## src/rtl/add_pkg.sv

```systemverilog
// add_pkg: shared defaults, opcode and flag types for the pipelined adder/subtractor
package add_pkg;
   localparam int ADD_WIDTH  = 16;
   localparam int ADD_STAGES = 4;
   typedef enum logic {OP_ADD, OP_SUB} add_op_t;
   typedef struct packed {
      logic cout;
      logic ovf;
      logic zero;
      logic neg;
   } add_flags_t;
endpackage

```

## src/rtl/pipelined_add_sub_if.sv

```systemverilog
// pipelined_add_sub_if: operand/result valid-ready bundle for pipelined_add_sub
interface pipelined_add_sub_if #(parameter int WIDTH = add_pkg::ADD_WIDTH);
   logic             in_valid;
   logic             in_ready;
   logic [WIDTH-1:0] op_a;
   logic [WIDTH-1:0] op_b;
   logic             sub;
   logic             cin;
   logic             out_valid;
   logic             out_ready;
   logic [WIDTH-1:0] sum;
   logic             cout;
   logic             ovf;
   logic             zero;
   logic             neg;
   modport master (
      output in_valid, op_a, op_b, sub, cin, out_ready,
      input  in_ready, out_valid, sum, cout, ovf, zero, neg
   );
   modport slave (
      input  in_valid, op_a, op_b, sub, cin, out_ready,
      output in_ready, out_valid, sum, cout, ovf, zero, neg
   );
endinterface

```

## src/rtl/add_segment.sv

```systemverilog
// add_segment: combinational SEG-bit ripple slice reporting carry out and carry into its MSB
module add_segment #(parameter int SEG = 4) (
   input  logic [SEG-1:0] a,
   input  logic [SEG-1:0] b,
   input  logic           cin,
   output logic [SEG-1:0] sum,
   output logic           cout,
   output logic           cmsb
);
   always_comb begin
      {cout, sum} = {1'b0, a} + {1'b0, b} + (SEG+1)'(cin);
      cmsb = a[SEG-1] ^ b[SEG-1] ^ sum[SEG-1];
   end
endmodule

```

## src/rtl/pipelined_add_sub.sv

```systemverilog
// pipelined_add_sub: segmented carry-chain add/sub, one segment per pipeline stage,
// behind a valid/ready handshake with a global stall.
module pipelined_add_sub
   import add_pkg::*;
#(
   parameter int WIDTH  = ADD_WIDTH,
   parameter int STAGES = ADD_STAGES
) (
   input logic clk,
   input logic rst_n,
   pipelined_add_sub_if.slave bus
);
   localparam int SEG = WIDTH / STAGES;
   add_op_t           op;
   add_flags_t        flags;
   logic              adv;
   logic [WIDTH-1:0]  a_in [STAGES];
   logic [WIDTH-1:0]  b_in [STAGES];
   logic [WIDTH-1:0]  s_in [STAGES];
   logic [STAGES-1:0] c_in, z_in, v_in;
   logic [SEG-1:0]    seg_s [STAGES];
   logic [STAGES-1:0] seg_co;
   logic              seg_cm [STAGES];
   logic [WIDTH-1:0]  a_d [STAGES];
   logic [WIDTH-1:0]  a_q [STAGES];
   logic [WIDTH-1:0]  b_d [STAGES];
   logic [WIDTH-1:0]  b_q [STAGES];
   logic [WIDTH-1:0]  s_d [STAGES];
   logic [WIDTH-1:0]  s_q [STAGES];
   logic [STAGES-1:0] c_d, c_q, z_d, z_q, v_d, v_q;
   logic              ovf_d, ovf_q;

   assign op  = add_op_t'(bus.sub);
   assign adv = !v_q[STAGES-1] || bus.out_ready;

   // operands shift right one segment per stage; finished sum segments shift in from the top
   for (genvar k = 0; k < STAGES; k++) begin : g_stage
      if (k == 0) begin : g_head
         assign a_in[k] = bus.op_a;
         assign b_in[k] = op == OP_SUB ? ~bus.op_b : bus.op_b;
         assign s_in[k] = '0;
         assign c_in[k] = op == OP_SUB ? ~bus.cin : bus.cin;
         assign z_in[k] = 1'b1;
         assign v_in[k] = bus.in_valid;
      end else begin : g_tail
         assign a_in[k] = a_q[k-1];
         assign b_in[k] = b_q[k-1];
         assign s_in[k] = s_q[k-1];
         assign c_in[k] = c_q[k-1];
         assign z_in[k] = z_q[k-1];
         assign v_in[k] = v_q[k-1];
      end
      add_segment #(.SEG(SEG)) u_seg (
         .a    (a_in[k][SEG-1:0]),
         .b    (b_in[k][SEG-1:0]),
         .cin  (c_in[k]),
         .sum  (seg_s[k]),
         .cout (seg_co[k]),
         .cmsb (seg_cm[k])
      );
   end

   always_comb begin
      for (int i = 0; i < STAGES; i++) begin
         a_d[i] = a_in[i] >> SEG;
         b_d[i] = b_in[i] >> SEG;
         s_d[i] = (s_in[i] >> SEG) | (WIDTH'(seg_s[i]) << (WIDTH - SEG));
         c_d[i] = seg_co[i];
         z_d[i] = z_in[i] && seg_s[i] == '0;
         v_d[i] = v_in[i];
      end
      ovf_d = seg_cm[STAGES-1] ^ seg_co[STAGES-1];
   end

   always_ff @(posedge clk or negedge rst_n) begin
      if (!rst_n) begin
         a_q   <= '{default: '0};
         b_q   <= '{default: '0};
         s_q   <= '{default: '0};
         c_q   <= '0;
         z_q   <= '0;
         v_q   <= '0;
         ovf_q <= 1'b0;
      end else if (adv) begin
         a_q   <= a_d;
         b_q   <= b_d;
         s_q   <= s_d;
         c_q   <= c_d;
         z_q   <= z_d;
         v_q   <= v_d;
         ovf_q <= ovf_d;
      end
   end

   assign flags = '{cout: c_q[STAGES-1], ovf: ovf_q, zero: z_q[STAGES-1], neg: s_q[STAGES-1][WIDTH-1]};
   assign {bus.cout, bus.ovf, bus.zero, bus.neg} = flags;
   assign bus.sum       = s_q[STAGES-1];
   assign bus.out_valid = v_q[STAGES-1];
   assign bus.in_ready  = adv;
endmodule

```

## src/flat_wrapper.sv

```systemverilog
// flat-port wrapper written by rule: the top's interface ports become plain ports
module pipelined_add_sub_flat import add_pkg::*;
#(
   parameter int WIDTH  = ADD_WIDTH,
   parameter int STAGES = ADD_STAGES
)
  (clk, rst_n, bus_in_valid, bus_op_a, bus_op_b, bus_sub, bus_cin, bus_out_ready, bus_in_ready, bus_out_valid, bus_sum, bus_cout, bus_ovf, bus_zero, bus_neg);
  pipelined_add_sub_if #(.WIDTH(WIDTH)) bus_i ();
  input logic clk;
  input logic rst_n;
  input wire logic [$bits(bus_i.in_valid)-1:0] bus_in_valid;
  input wire logic [$bits(bus_i.op_a)-1:0] bus_op_a;
  input wire logic [$bits(bus_i.op_b)-1:0] bus_op_b;
  input wire logic [$bits(bus_i.sub)-1:0] bus_sub;
  input wire logic [$bits(bus_i.cin)-1:0] bus_cin;
  input wire logic [$bits(bus_i.out_ready)-1:0] bus_out_ready;
  output wire logic [$bits(bus_i.in_ready)-1:0] bus_in_ready;
  output wire logic [$bits(bus_i.out_valid)-1:0] bus_out_valid;
  output wire logic [$bits(bus_i.sum)-1:0] bus_sum;
  output wire logic [$bits(bus_i.cout)-1:0] bus_cout;
  output wire logic [$bits(bus_i.ovf)-1:0] bus_ovf;
  output wire logic [$bits(bus_i.zero)-1:0] bus_zero;
  output wire logic [$bits(bus_i.neg)-1:0] bus_neg;
  assign bus_i.in_valid = bus_in_valid;
  assign bus_i.op_a = bus_op_a;
  assign bus_i.op_b = bus_op_b;
  assign bus_i.sub = bus_sub;
  assign bus_i.cin = bus_cin;
  assign bus_i.out_ready = bus_out_ready;
  assign bus_in_ready = bus_i.in_ready;
  assign bus_out_valid = bus_i.out_valid;
  assign bus_sum = bus_i.sum;
  assign bus_cout = bus_i.cout;
  assign bus_ovf = bus_i.ovf;
  assign bus_zero = bus_i.zero;
  assign bus_neg = bus_i.neg;
  pipelined_add_sub #(.WIDTH(WIDTH), .STAGES(STAGES)) u_core (.clk(clk), .rst_n(rst_n), .bus(bus_i));
endmodule
```

## config.mk

```make
export PLATFORM = sky130hd
export DESIGN_NAME = pipelined_add_sub_flat
export DESIGN_NICKNAME = d
export VERILOG_FILES = /design/src/rtl/add_pkg.sv /design/src/rtl/pipelined_add_sub_if.sv /design/src/rtl/add_segment.sv /design/src/rtl/pipelined_add_sub.sv /design/src/flat_wrapper.sv
export SDC_FILE = /design/constraint.sdc
export NUM_CORES = 1
export LEC_CHECK = 0
export CELL_PAD_IN_SITES_DETAIL_PLACEMENT = 0
export CELL_PAD_IN_SITES_GLOBAL_PLACEMENT = 1
export CORE_MARGIN = 3
export CORE_UTILIZATION = 38
export DETAILED_ROUTE_END_ITERATION = 10
export GPL_TIMING_DRIVEN = 0
export PLACE_DENSITY = 0.75
export SLEW_MARGIN = 5
export SYNTH_ARGS = -nofsm -noshare
export SYNTH_HDL_FRONTEND = slang
export SYNTH_SLANG_ARGS = --single-unit
```

## constraint.sdc

```tcl
create_clock -name clk -period 2 [get_ports clk]
set_input_delay 0.4 -clock clk [delete_from_list [all_inputs] [get_ports clk]]
set_output_delay 0.4 -clock clk [all_outputs]
set_load 0.01 [all_outputs]
```

======== Word level (Yosys, flattened, before mapping) ========
Index checks and enable logic that the tools add are counted.
storage, ports and cells
  memory bits (read-only) ................. 0
  word-level logic and storage cells ...... 41
  bits in latches ......................... 0
  bits of input ports ..................... 38
  memories ................................ 0
  output and inout bits ................... 22
  bits in writable memories ............... 0
  register bits after elaboration ......... 113
cells by class
  mux-type cells .......................... 2
  multipliers ............................. 0
  div/mod/pow operators ................... 0
  eq/ne operators ......................... 0
  bitwise operators ....................... 8
  magnitude comparators ................... 0
  shift operators ......................... 0
  reductions and logical operators ........ 9
  $add $sub $neg .......................... 8
operator list
  operator           count
  $or 12x16->16      3
  $add 4x4->5        4
  $add 5x1->5        4
  $logic_not 4->1    4
  $mux 16            1
  $not 16->16        1
  $logic_and 1x1->1  3
  $xor 1x1->1        3
  $logic_not 1->1    1
  $logic_or 1x1->1   1
  $mux 1             1
  $not 1->1          1

======== Logic depth before layout (Yosys ltp) ========
Gate-level depths: netlist (run 1).
  word-level depth ........................ 5
  depth in mapped cells ................... 9
  mapped depth without buffers ............ 7

======== Cells and area by module ========
A second synthesis (run 1) with hierarchy kept.
second synthesis, totals
  cells, all modules ...................... 314
  area, all modules ....................... 4750.8 µm²
modules (own cells, without submodules)
  module             area each (µm²)  times used  seq. area each (µm²)  cells each
  pipelined_add_sub  4185.3           1           2527.4                246
  add_segment        141.4            4           0.0                   17

======== Least setup slack after synthesis (run 1) ========
No wires, ideal clock.
  path kind ............................... input-to-reg
  start point ............................. input port bus_sub
  end point ............................... register u_core.z_q[0]
  stages on the path ...................... 9
  slack ................................... -870 ps
  data required time ...................... 1931 ps
  buffers on the path ..................... 2
  arrival time ............................ 2801 ps
  setup time .............................. 69 ps
  cells stage by stage .................... buf_2 > buf_2 > xnor2_1 > fa_1 > fa_1 > nand2_1 > or4_1 > or3_1 > nand3_1
on the way
  longest elaborated chain between the ends .. 4
  elaborated cells on any way between the ends .. 5
  those cells by class .................... add/sub: 2; mux: 2; reduce/logical: 1
RTL lines
  what                  RTL line                 RTL
  start, declared       flat_wrapper.sv:14       input wire logic [$bits(bus_i.sub)-1:0] bus_sub;
  $mux 16               pipelined_add_sub.sv:40  assign b_in[k] = op == OP_SUB ? ~bus.op_b : bus.op_b;
  $add 4x4->5           add_segment.sv:11        {cout, sum} = {1'b0, a} + {1'b0, b} + (SEG+1)'(cin);
  $add 5x1->5 (*)       add_segment.sv:11
  $logic_not 4->1 (*)   pipelined_add_sub.sv:69  z_d[i] = z_in[i] && seg_s[i] == '0;
  end signal, assigned  pipelined_add_sub.sv:89  z_q <= z_d;
  end, declared         pipelined_add_sub.sv:30  logic [STAGES-1:0] c_d, c_q, z_d, z_q, v_d, v_q;
Mark *: on every way between the ends. The rest lies on a longest branch, timed or not.
A chain may end at the register's enable or synchronous reset.

======== Worst setup path after layout (run 1) ========
Ends and elaborated chain as after synthesis.

==> results of run 1 <==
## critical path, cell delays in order
cell     delay, ps
buf_16         120
xnor2_4        120
fa_2           380
fa_1           520
nand2_1         70
or4_1          450
or3_1          310
nand3_1         80
## registers in the layout, indices dropped and copies added (netlist names)
signal          flops
u_core.a_d         12
u_core.a_in        12
u_core.b_d         12
u_core.b_in        12
u_core.bus.ovf      1
u_core.bus.sum     16
u_core.c_q          4
u_core.s_in        24
u_core.v_q          4
u_core.z_q          4
## stage by stage
stage / hold slack, ps / instance area (um^2) / utilization, %
after floorplan: 104 / 4470 / -
after global placement: 447 / 5220 / 46.9
after detailed placement: 433 / 5250 / 47.2
after CTS: 69.9 / 5650 / 50.8
after global routing: 89.8 / 5690 / 51.2
final: 48.4 / 5690 / 51.2
## timing repair
item | in CTS | in global routing
buffers inserted | 7 | 2
endpoints found under the setup margin | 3 | 43
resized for setup | 28 | 13
pin swaps | 8 | 10
## per-layer routing
layer	GRT usage, %	vias up	wire, um
li1	-	1655	-
met1	22.3	1507	4660
met2	23.8	61	4220
met3	2.59	9	375
met4	4.28	0	113
met5	0	-	0
## layout make-up
type / count / area (um^2) / share of cell area [%]
buffer: 24 / 160 / 2.81
tap: 140 / 175 / 3.08
clock buffer: 9 / 225 / 3.96
multi-input combinational: 343 / 1830 / 32.1
timing repair buffer: 68 / 666 / 11.7
inverter: 7 / 28.8 / 0.506
clock inverter: 7 / 81.3 / 1.43
sequential: 101 / 2530 / 44.4
## cell usage after synthesis (2+ instances only)
cell and count:
ha_1 12, fa_1 8, xor2_1 6, o31ai_1 2
nor2b_1 3, nand3_1 2, a21oi_1 14, mux2_2 2
nor2_1 15, o21a_1 2, xnor2_1 19, clkbuf_1 14
dfrtp_1 101, o21ai_0 19, inv_1 7, nand2_1 225
a21o_1 5, buf_2 8
## placed cells by master (no fill, tap or decap), drive strengths merged, types with 3 or more instances in the layout
master / instances
clkbuf: 22
nand2: 225
a21o: 5
xor2: 6
xnor2: 19
dfrtp: 101
inv: 9
a21oi: 14
o21ai: 19
ha: 12
buf: 25
clkinvlp: 3
nor2b: 4
clkdlybuf4s50: 51
fa: 8
nor2: 15
## how the worst min path moves through the flow
stage / start / to / slack [ps] / depth (start not counted)
after global placement: u_core.v_q[2] / u_core.v_q[2] / 450 / 2
final: rst_n / u_core.b_d[39] / 50 / 1
after detailed placement: rst_n / u_core.b_d[39] / 430 / 1
after CTS: rst_n / u_core.b_d[39] / 70 / 1
after global routing: rst_n / u_core.b_d[39] / 90 / 1
after floorplan: rst_n / u_core.a_d[16] / 100 / 0
## power by group through the flow
stage	Sequential (W)	Clock (W)	Combinational, W
6_report	0.00347	0.00176	0.00329
5_1_grt	0.00361	0.00188	0.00378
2_1_floorplan	0.00345	0	0.00204
3_3_place_gp	0.00349	0	0.00310
4_1_cts	0.00348	0.00180	0.00328
3_5_place_dp	0.00352	0	0.00320
## cell families (layout without fill, tap and decap cells)
logic type / Yosys count / count (layout)
AND/OR/NAND/NOR: 252 / 252
buffers and inverters: 32 / 115
multiplexers: 2 / 2
AO/OA/AOI/OAI: 44 / 44
flip-flops: 101 / 101
XOR/XNOR: 25 / 25
adder cells (fa/ha/maj): 20 / 20
==> flow_metrics.env, run 1 <==
export IMPL_core_area_mm2=0.0111
export IMPL_grt_max_degree=61
export IMPL_root_buffer="clkbuf_16"
export IMPL_grt_ovfl_total=0
export IMPL_dp_hpwl_um=6760
export IMPL_clkPwrFrac_pct=20.7
export IMPL_wl_per_cell_um=13.4
export IMPL_diodes=0
export IMPL_power_w=0.00853
export IMPL_ys_seq_area_share_pct=56.7
export IMPL_rows=38
export IMPL_first_iter_violations=203
export IMPL_grt_pass1_vias=3211
export IMPL_syn_to_final_growth_pct=27.8
export IMPL_die_h_um=114
export IMPL_required_ps=2280
export IMPL_start_util_pct=40.0
export IMPL_setup_tns_final_ps=-177
export IMPL_gp_congestion=0.785
export IMPL_io_pins=60
export IMPL_status="complete, but fails checks"
export IMPL_cts_path_max_buffers=2
export IMPL_worstSetupStartpointType="input port"
export IMPL_setup_viol=1
export IMPL_dp_cells=675
export IMPL_die_x_um=114
export IMPL_fmax_mhz=459
export IMPL_endpoint_kind="flip-flop"
export IMPL_rr_endpoint="u_core.bus.ovf"
export IMPL_seqPwrFrac_pct=40.7
export IMPL_numCtsBuffers=9
export IMPL_synth_nets=534
export IMPL_synth_top_family_by_area="simple AND/OR/NAND/NOR gates"
export IMPL_vias=3232
export IMPL_vias_per_cell=4.62
export IMPL_synth_main_ff_cell="dfrtp_1"
export IMPL_r2r_start="u_core.a_in[0]"
export IMPL_cts_tree="done"
export IMPL_htreeDepth=3
export IMPL_intPower_w=0.00548
export IMPL_hold_violations=0
export IMPL_synthSimpleGateAreaFrac_pct=22.1
export IMPL_drt_wl_total_um=9370
export IMPL_violations="setup timing"
export IMPL_worstMarginPinSlew_ps=581
export IMPL_final_cell_count_no_fill=699
export IMPL_finalCriticalPeriod_ps=2180
export IMPL_synth_area_mux_share_pct=0.506
export IMPL_arrival_ps=2450
export IMPL_ant_nets=0
export IMPL_endpoint="u_core.z_q[0]"
export IMPL_cap_violations=0
export IMPL_synth_adder_area_share_pct=6.97
export IMPL_p_sw_share_pct=35.7
export IMPL_reg2reg_depth=6
export IMPL_min_period_over_period_pct=109
export IMPL_drt_pass1_iter_count=4
export IMPL_io_buffers=58
export IMPL_synth_xor_area_share_pct=4.92
export IMPL_dp_slack_ps=-965
export IMPL_grt_pass1_wl_um=15900
export IMPL_synth_top_cell_area_share_pct=56.7
export IMPL_gr_usage_all_layers_pct=15.3
export IMPL_slew_headroom_pct=61.3
export IMPL_async_flop_share_pct=100
export IMPL_combinationalPowerShare_pct=38.6
export IMPL_synth_seq_cells=101
export IMPL_yosysTopAreaCell="dfrtp_1"
export IMPL_synth_distinct_cells=30
export IMPL_rsz0062_at_grt="true"
export IMPL_fin_skew_ps=7.93
export IMPL_antenna_found_initial=0
export IMPL_crit_start="bus_sub"
export IMPL_synth_compound_area_share_pct=5.62
export IMPL_hp_class="input port to async pin"
export IMPL_drive_above_1_share_pct=9.48
export IMPL_syn_area_mm2=0.00445
export IMPL_clock_latency_ps=340
export IMPL_layout_nets=612
export IMPL_die_area_mm2=0.0131
export IMPL_synth_avg_cell_area_um2=9.36
export IMPL_powerDensity_mw_per_mm2=1500
export IMPL_drv_slew=0
export IMPL_synth_warnings=0
export IMPL_layout_setup_ws_ps=-177
export IMPL_yosys_top_cells_area="dfrtp_1, nand2_1, xnor2_1"
export IMPL_postSynthCellCount=476
export IMPL_nFillCells=1074
export IMPL_clk_pin_slew_worst_paths_ps=70
export IMPL_p_leak_nw=2.78
export IMPL_reg2reg_slack_ps=110
export IMPL_cp_max_fo=3
export IMPL_synth_edff_count=0
export IMPL_critical_path_class="input port to flip-flop"
export IMPL_drc=0
export IMPL_holdBufCountCts=0
export IMPL_cts_sinks=101
export IMPL_vdd_drop_max_uv=708
export IMPL_switchingPower_w=0.00305
Power figures use the tool's default switching activity.
==> run 2, diff against run 1 <==
Settings changed: GPL_ROUTABILITY_DRIVEN set to 0, PLACE_DENSITY 0.75 to unset, PLACE_DENSITY_LB_ADDON set to 0.1.
==> run 2 against run 1 <==
Against the previous run:
- the flow still finishes with violations (setup timing)
- sequential cell count did not move
- fmax rose by 0.26%
- clock power decreased by 2%
- core utilization is 0.079 points higher
- global-route usage increased by 0.65 points
- cell count rose by 0.43%
- clock skew is 1.2 ps lower
- worst setup slack gained 5.7 ps
- first-iteration DRC count fell by 35%
- combinational power up 2%
- hold slack lost 28 ps
- largest power group unchanged
- highest routed layer unchanged
==> flow_metrics.env, run 2 (synthesis results as in run 1) <==
export IMPL_endpoint_kind="flip-flop"
export IMPL_cts_tree="done"
export IMPL_finalCriticalPeriod_ps=2170
export IMPL_ant_nets=0
export IMPL_drt_wl_total_um=9430
export IMPL_grt_ovfl_total=0
export IMPL_layout_setup_ws_ps=-171
export IMPL_syn_to_final_growth_pct=28.0
export IMPL_setup_viol=1
export IMPL_fin_skew_ps=6.71
export IMPL_path_cells="buf_16 -> xnor2_4 -> fa_2 -> fa_1 -> nand2_2 -> or4_1 -> or3_1 -> nand3_1"
export IMPL_clk_pin_slew_worst_paths_ps=70
export IMPL_final_cell_mix="nand2_1, dfrtp_1, clkdlybuf4s50_1"
export IMPL_largest_reg_flops=24
export IMPL_root_buffer="clkbuf_16"
export IMPL_slowest_stage="fa_1"
export IMPL_worstMarginPinSlew_ps=590
export IMPL_vias=3251
export IMPL_drv_slew=0
export IMPL_drc=0
export IMPL_hold_violations=0
export IMPL_critical_path_top_delay_family="simple AND/OR/NAND/NOR gates"
export IMPL_cts_sinks=101
export IMPL_die_area_mm2=0.0131
export IMPL_rsz0062_at_grt="true"
export IMPL_required_ps=2280
export IMPL_io_pins=60
export IMPL_cts_path_max_buffers=2
export IMPL_dp_slack_ps=-970
export IMPL_drt_pass1_iter_count=4
export IMPL_diodes=0
export IMPL_rr_endpoint="u_core.bus.ovf"
export IMPL_r2r_start="u_core.c_q[2]"
export IMPL_gr_usage_all_layers_pct=16.0
export IMPL_die_x_um=114
export IMPL_power_w=0.00854
export IMPL_reg2reg_slack_ps=100
export IMPL_final_cell_count_no_fill=702
export IMPL_rows=38
export IMPL_slew_headroom_pct=60.6
export IMPL_wl_per_cell_um=13.4
export IMPL_worstSetupStartpointType="input port"
export IMPL_cp_buffers_inverters=1
export IMPL_crit_start="bus_sub"
export IMPL_min_period_over_period_pct=109
export IMPL_vdd_drop_max_uv=566
export IMPL_first_iter_violations=131
export IMPL_fmax_mhz=461
export IMPL_grt_max_degree=66
export IMPL_dp_cells=675
export IMPL_whs_ps=20.4
export IMPL_htreeDepth=3
export IMPL_grt_pass1_wl_um=16300
export IMPL_cap_violations=0
export IMPL_status="complete, but fails checks"
export IMPL_die_h_um=114
export IMPL_clock_latency_ps=340
export IMPL_antenna_found_initial=0
export IMPL_violations="setup timing"
export IMPL_nFillCells=1077
export IMPL_powerDensity_mw_per_mm2=1500
export IMPL_dp_hpwl_um=6750
export IMPL_numCtsBuffers=9
export IMPL_p_leak_nw=2.80
export IMPL_reg2reg_depth=6
export IMPL_start_util_pct=40.0
export IMPL_grt_pass1_vias=3216
export IMPL_io_buffers=58
export IMPL_core_area_mm2=0.0111
export IMPL_max_stage_delay_ps=520
export IMPL_final_common_cell="nand2_1"
export IMPL_layout_nets=615
export IMPL_vias_per_cell=4.63
export IMPL_hp_class="input port to async pin"
export IMPL_drive_above_1_share_pct=9.61
export IMPL_arrival_ps=2450
export IMPL_cp_max_fo=3
export IMPL_critical_path_class="input port to flip-flop"
==> run 2: changes by cell type in the layout (fill, tap and decap cells not counted), moves of 2 or more <==
cell / previous run / this run
clkbuf_2: 1 / 3
xnor2_1: 18 / 16
clkinvlp_4: 3 / 0
buf_4: 11 / 14
clkbuf_1: 12 / 17
xnor2_2: 0 / 2
==> run 2: worst max path at each step <==
stage          cells after the start  slack (ps)        endpoint
3_3_place_gp                       1       -3320  u_core.b_d[33]
3_5_place_dp                       7        -970    bus_in_ready
6_report                           8        -170   u_core.z_q[0]
4_1_cts                            8        -280   u_core.z_q[0]
5_1_grt                            8        -240   u_core.z_q[0]
2_1_floorplan                      9        -660   u_core.z_q[0]
==> run 2: stage by stage <==
stage / area (um^2) / TNS [ps] / util (%)
2_1_floorplan: 4470 / -665 / -
3_3_place_gp: 5220 / -352360 / 46.9
3_5_place_dp: 5250 / -17910 / 47.2
4_1_cts: 5660 / -474 / 50.9
5_1_grt: 5700 / -256 / 51.2
6_report: 5700 / -171 / 51.2
==> run 2: worst reg2reg max path, stage by stage, from the launching register on <==
cell	delay, ps
dfrtp_1	410
fa_2	420
fa_2	360
a21o_1	180
a21oi_2	170
xnor2_1	130
o21ai_0	80
==> run 2: where the power goes <==
| part | switching, W | internal [W] | leakage [nW] |
|---|---|---|---|
| logic | 0.00173 | 0.00162 | 1.44 |
| clock network | 0.000710 | 0.00101 | 0.138 |
| registers | 0.000539 | 0.00293 | 1.22 |
| total | 0.00298 | 0.00556 | 2.80 |
==> run 2: area by class of cell <==
cell class | instances | area, um^2 | area share, %
plain buffers | 24 | 161 | 2.83
repair buffers | 71 | 689 | 12.1
clock buffers | 15 | 258 | 4.52
flip-flops and latches | 101 | 2530 | 44.3
inverters | 7 | 26.3 | 0.461
clock inverters | 1 | 30.0 | 0.527
well taps | 140 | 175 | 3.07
multi-input cells | 343 | 1830 | 32.2
==> run 2: repair_timing <==
item                                    in CTS  in global routing
resized for setup                           30                 13
endpoints found under the setup margin       3                 29
pin swaps                                    8                  6
hold buffers                                 0                  0
setup buffers                                9                  3
==> run 2: layer usage <==
metal / part of all wire (%) / GRT usage, %
met5: 0 / 0
met4: 1.5 / 5.46
met3: 4.8 / 3.44
met2: 44 / 23.8
met1: 50 / 23.2
==> run 3, diff against run 2 <==
==> constraint.sdc (replaced) <==
create_clock -name clk -period 2 [get_ports clk]
set_input_delay 0.4 -clock clk [delete_from_list [all_inputs] [get_ports clk]]
set_output_delay 0.4 -clock clk [all_outputs]
set_load 0.005 [all_outputs]
==> run 3 against run 2 <==
Against the previous run:
- the flow still finishes with violations (setup timing)
- critical path type unchanged
- cell count fell by 0.28%
- fmax about the same
- sequential share of layout area rose by 0.29 points
- count of clock-buffer cells in the layout did not move
- hold slack got worse by 0.69 ps
- clock skew grew 1.6 ps
- first-iteration DRC count decreased by 8.4%
==> flow_metrics.env, run 3 (synthesis results as in run 1) <==
export IMPL_numCtsBuffers=9
export IMPL_globalRouteMet3Util_pct=3.44
export IMPL_fin_skew_ps=8.28
export IMPL_grt_busiest_layer="met2"
export IMPL_required_ps=2280
export IMPL_layout_nets=613
export IMPL_violations="setup timing"
export IMPL_drive_above_1_share_pct=8.75
export IMPL_start_util_pct=40.0
export IMPL_reg2reg_slack_ps=100
export IMPL_status="complete, but fails checks"
export IMPL_r2r_start="u_core.c_q[2]"
export IMPL_final_common_cell="nand2_1"
export IMPL_use_met2_pct=23.9
export IMPL_clock_latency_ps=340
export IMPL_final_cell_mix="nand2_1, dfrtp_1, clkdlybuf4s50_1"
export IMPL_worstSetupStartpointType="input port"
export IMPL_vias_per_cell=4.65
export IMPL_clk_pin_slew_worst_paths_ps=70
export IMPL_seqPwrFrac_pct=41.2
export IMPL_rsz0062_at_grt="true"
export IMPL_whs_ps=19.7
export IMPL_rows=38
export IMPL_drt_wl_total_um=9470
export IMPL_drc=0
export IMPL_rr_endpoint="u_core.bus.ovf"
export IMPL_io_buffers=58
export IMPL_place_area_mm2=0.00525
export IMPL_endpoint_kind="flip-flop"
export IMPL_die_h_um=114
export IMPL_htreeDepth=3
export IMPL_largest_reg_flops=24
export IMPL_grt_ovfl_total=0
export IMPL_hp_class="input port to async pin"
export IMPL_hold_violations=0
export IMPL_grt_pass1_wl_um=16300
export IMPL_cts_sinks=101
export IMPL_endpoint="u_core.z_q[0]"
export IMPL_finalCriticalPeriod_ps=2170
export IMPL_holdBufCountCts=0
export IMPL_die_x_um=114
export IMPL_grtUsageMet1_pct=23.2
export IMPL_cts_tree="done"
export IMPL_clkPwrFrac_pct=20.4
export IMPL_crit_start="bus_sub"
export IMPL_cap_violations=0
export IMPL_antenna_found_initial=0
export IMPL_slew_headroom_pct=59.2
export IMPL_dp_slack_ps=-935
export IMPL_switchingPower_w=0.00290
export IMPL_drv_slew=0
export IMPL_vdd_drop_max_uv=534
export IMPL_min_period_over_period_pct=108
export IMPL_reg2reg_depth=6
export IMPL_worstMarginPinSlew_ps=613
export IMPL_arrival_ps=2450
export IMPL_root_buffer="clkbuf_16"
export IMPL_power_w=0.00842
export IMPL_layout_setup_ws_ps=-170
export IMPL_cp_max_fo=3
export IMPL_drt_pass1_iter_count=4
export IMPL_fmax_mhz=461
export IMPL_dp_hpwl_um=6750
export IMPL_grt_pass1_vias=3205
export IMPL_intPower_w=0.00552
export IMPL_io_pins=60
export IMPL_powerDensity_mw_per_mm2=1490
export IMPL_combinationalPowerShare_pct=38.4
export IMPL_core_area_mm2=0.0111
export IMPL_gr_usage_all_layers_pct=16.0
export IMPL_vias=3253
export IMPL_first_iter_violations=120
export IMPL_die_area_mm2=0.0131
export IMPL_diodes=0
export IMPL_critical_path_class="input port to flip-flop"
export IMPL_p_sw_share_pct=34.4
export IMPL_ant_nets=0
export IMPL_grt_max_degree=66
export IMPL_design_area_mm2=0.00566
export IMPL_p_leak_nw=2.77
export IMPL_wl_per_cell_um=13.5
export IMPL_setup_viol=1
export IMPL_syn_to_final_growth_pct=27.1
export IMPL_cts_path_max_buffers=2
run 3: power by group through the flow:
stage,Clock (W),Combinational (W),Sequential [W]
3_3_place_gp,0,0.00306,0.00348
5_1_grt,0.00185,0.00372,0.00360
6_report,0.00172,0.00323,0.00347
4_1_cts,0.00176,0.00325,0.00348
3_5_place_dp,0,0.00313,0.00351
2_1_floorplan,0,0.00203,0.00338
run 3: what timing repair did:
item	CTS	global route
resized for setup	30	6
setup endpoints to repair	3	4
gates cloned	0	0
buffers inserted	10	1
pin swaps	8	6
run 3: cell type report:
cell class / instances / area (um^2)
sequential: 101 / 2530
timing repair buffer: 70 / 676
tap: 140 / 175
fill: 1089 / 5460
multi-input combinational: 343 / 1830
inverter: 7 / 26.3
buffer: 23 / 138
clock inverter: 1 / 30.0
clock buffer: 15 / 258
run 3: per-stage QoR:
step,cells,util [%],setup TNS [ps]
after global placement,674,46.9,-352320
after CTS,700,50.9,-280
final,700,50.9,-170
after floorplan,476,-,-664
after detailed placement,675,47.2,-17880
after global routing,700,50.9,-239
run 3: worst min-delay path by stage:
stage | startpoint | endpoint | slack (ps) | cells past startpoint
after floorplan | rst_n | u_core.a_d[16] | 100 | 0
after global placement | u_core.bus.sum[11] | u_core.bus.sum[11] | 450 | 2
after detailed placement | rst_n | u_core.v_q[0] | 400 | 1
after CTS | rst_n | u_core.v_q[0] | 40 | 1
after global routing | rst_n | u_core.v_q[0] | 50 | 1
final | rst_n | u_core.v_q[0] | 20 | 1
run 3: routing by layer:
layer	part of all wire [%]	wire, um
met1	50	4770
met2	44	4150
met3	4.3	408
met4	1.4	136
met5	0	0
run 3: critical path: stages:
cell	delay [ps]
buf_16	120
xnor2_4	120
fa_2	370
fa_1	520
nand2_2	70
or4_1	450
or3_1	320
nand3_1	80
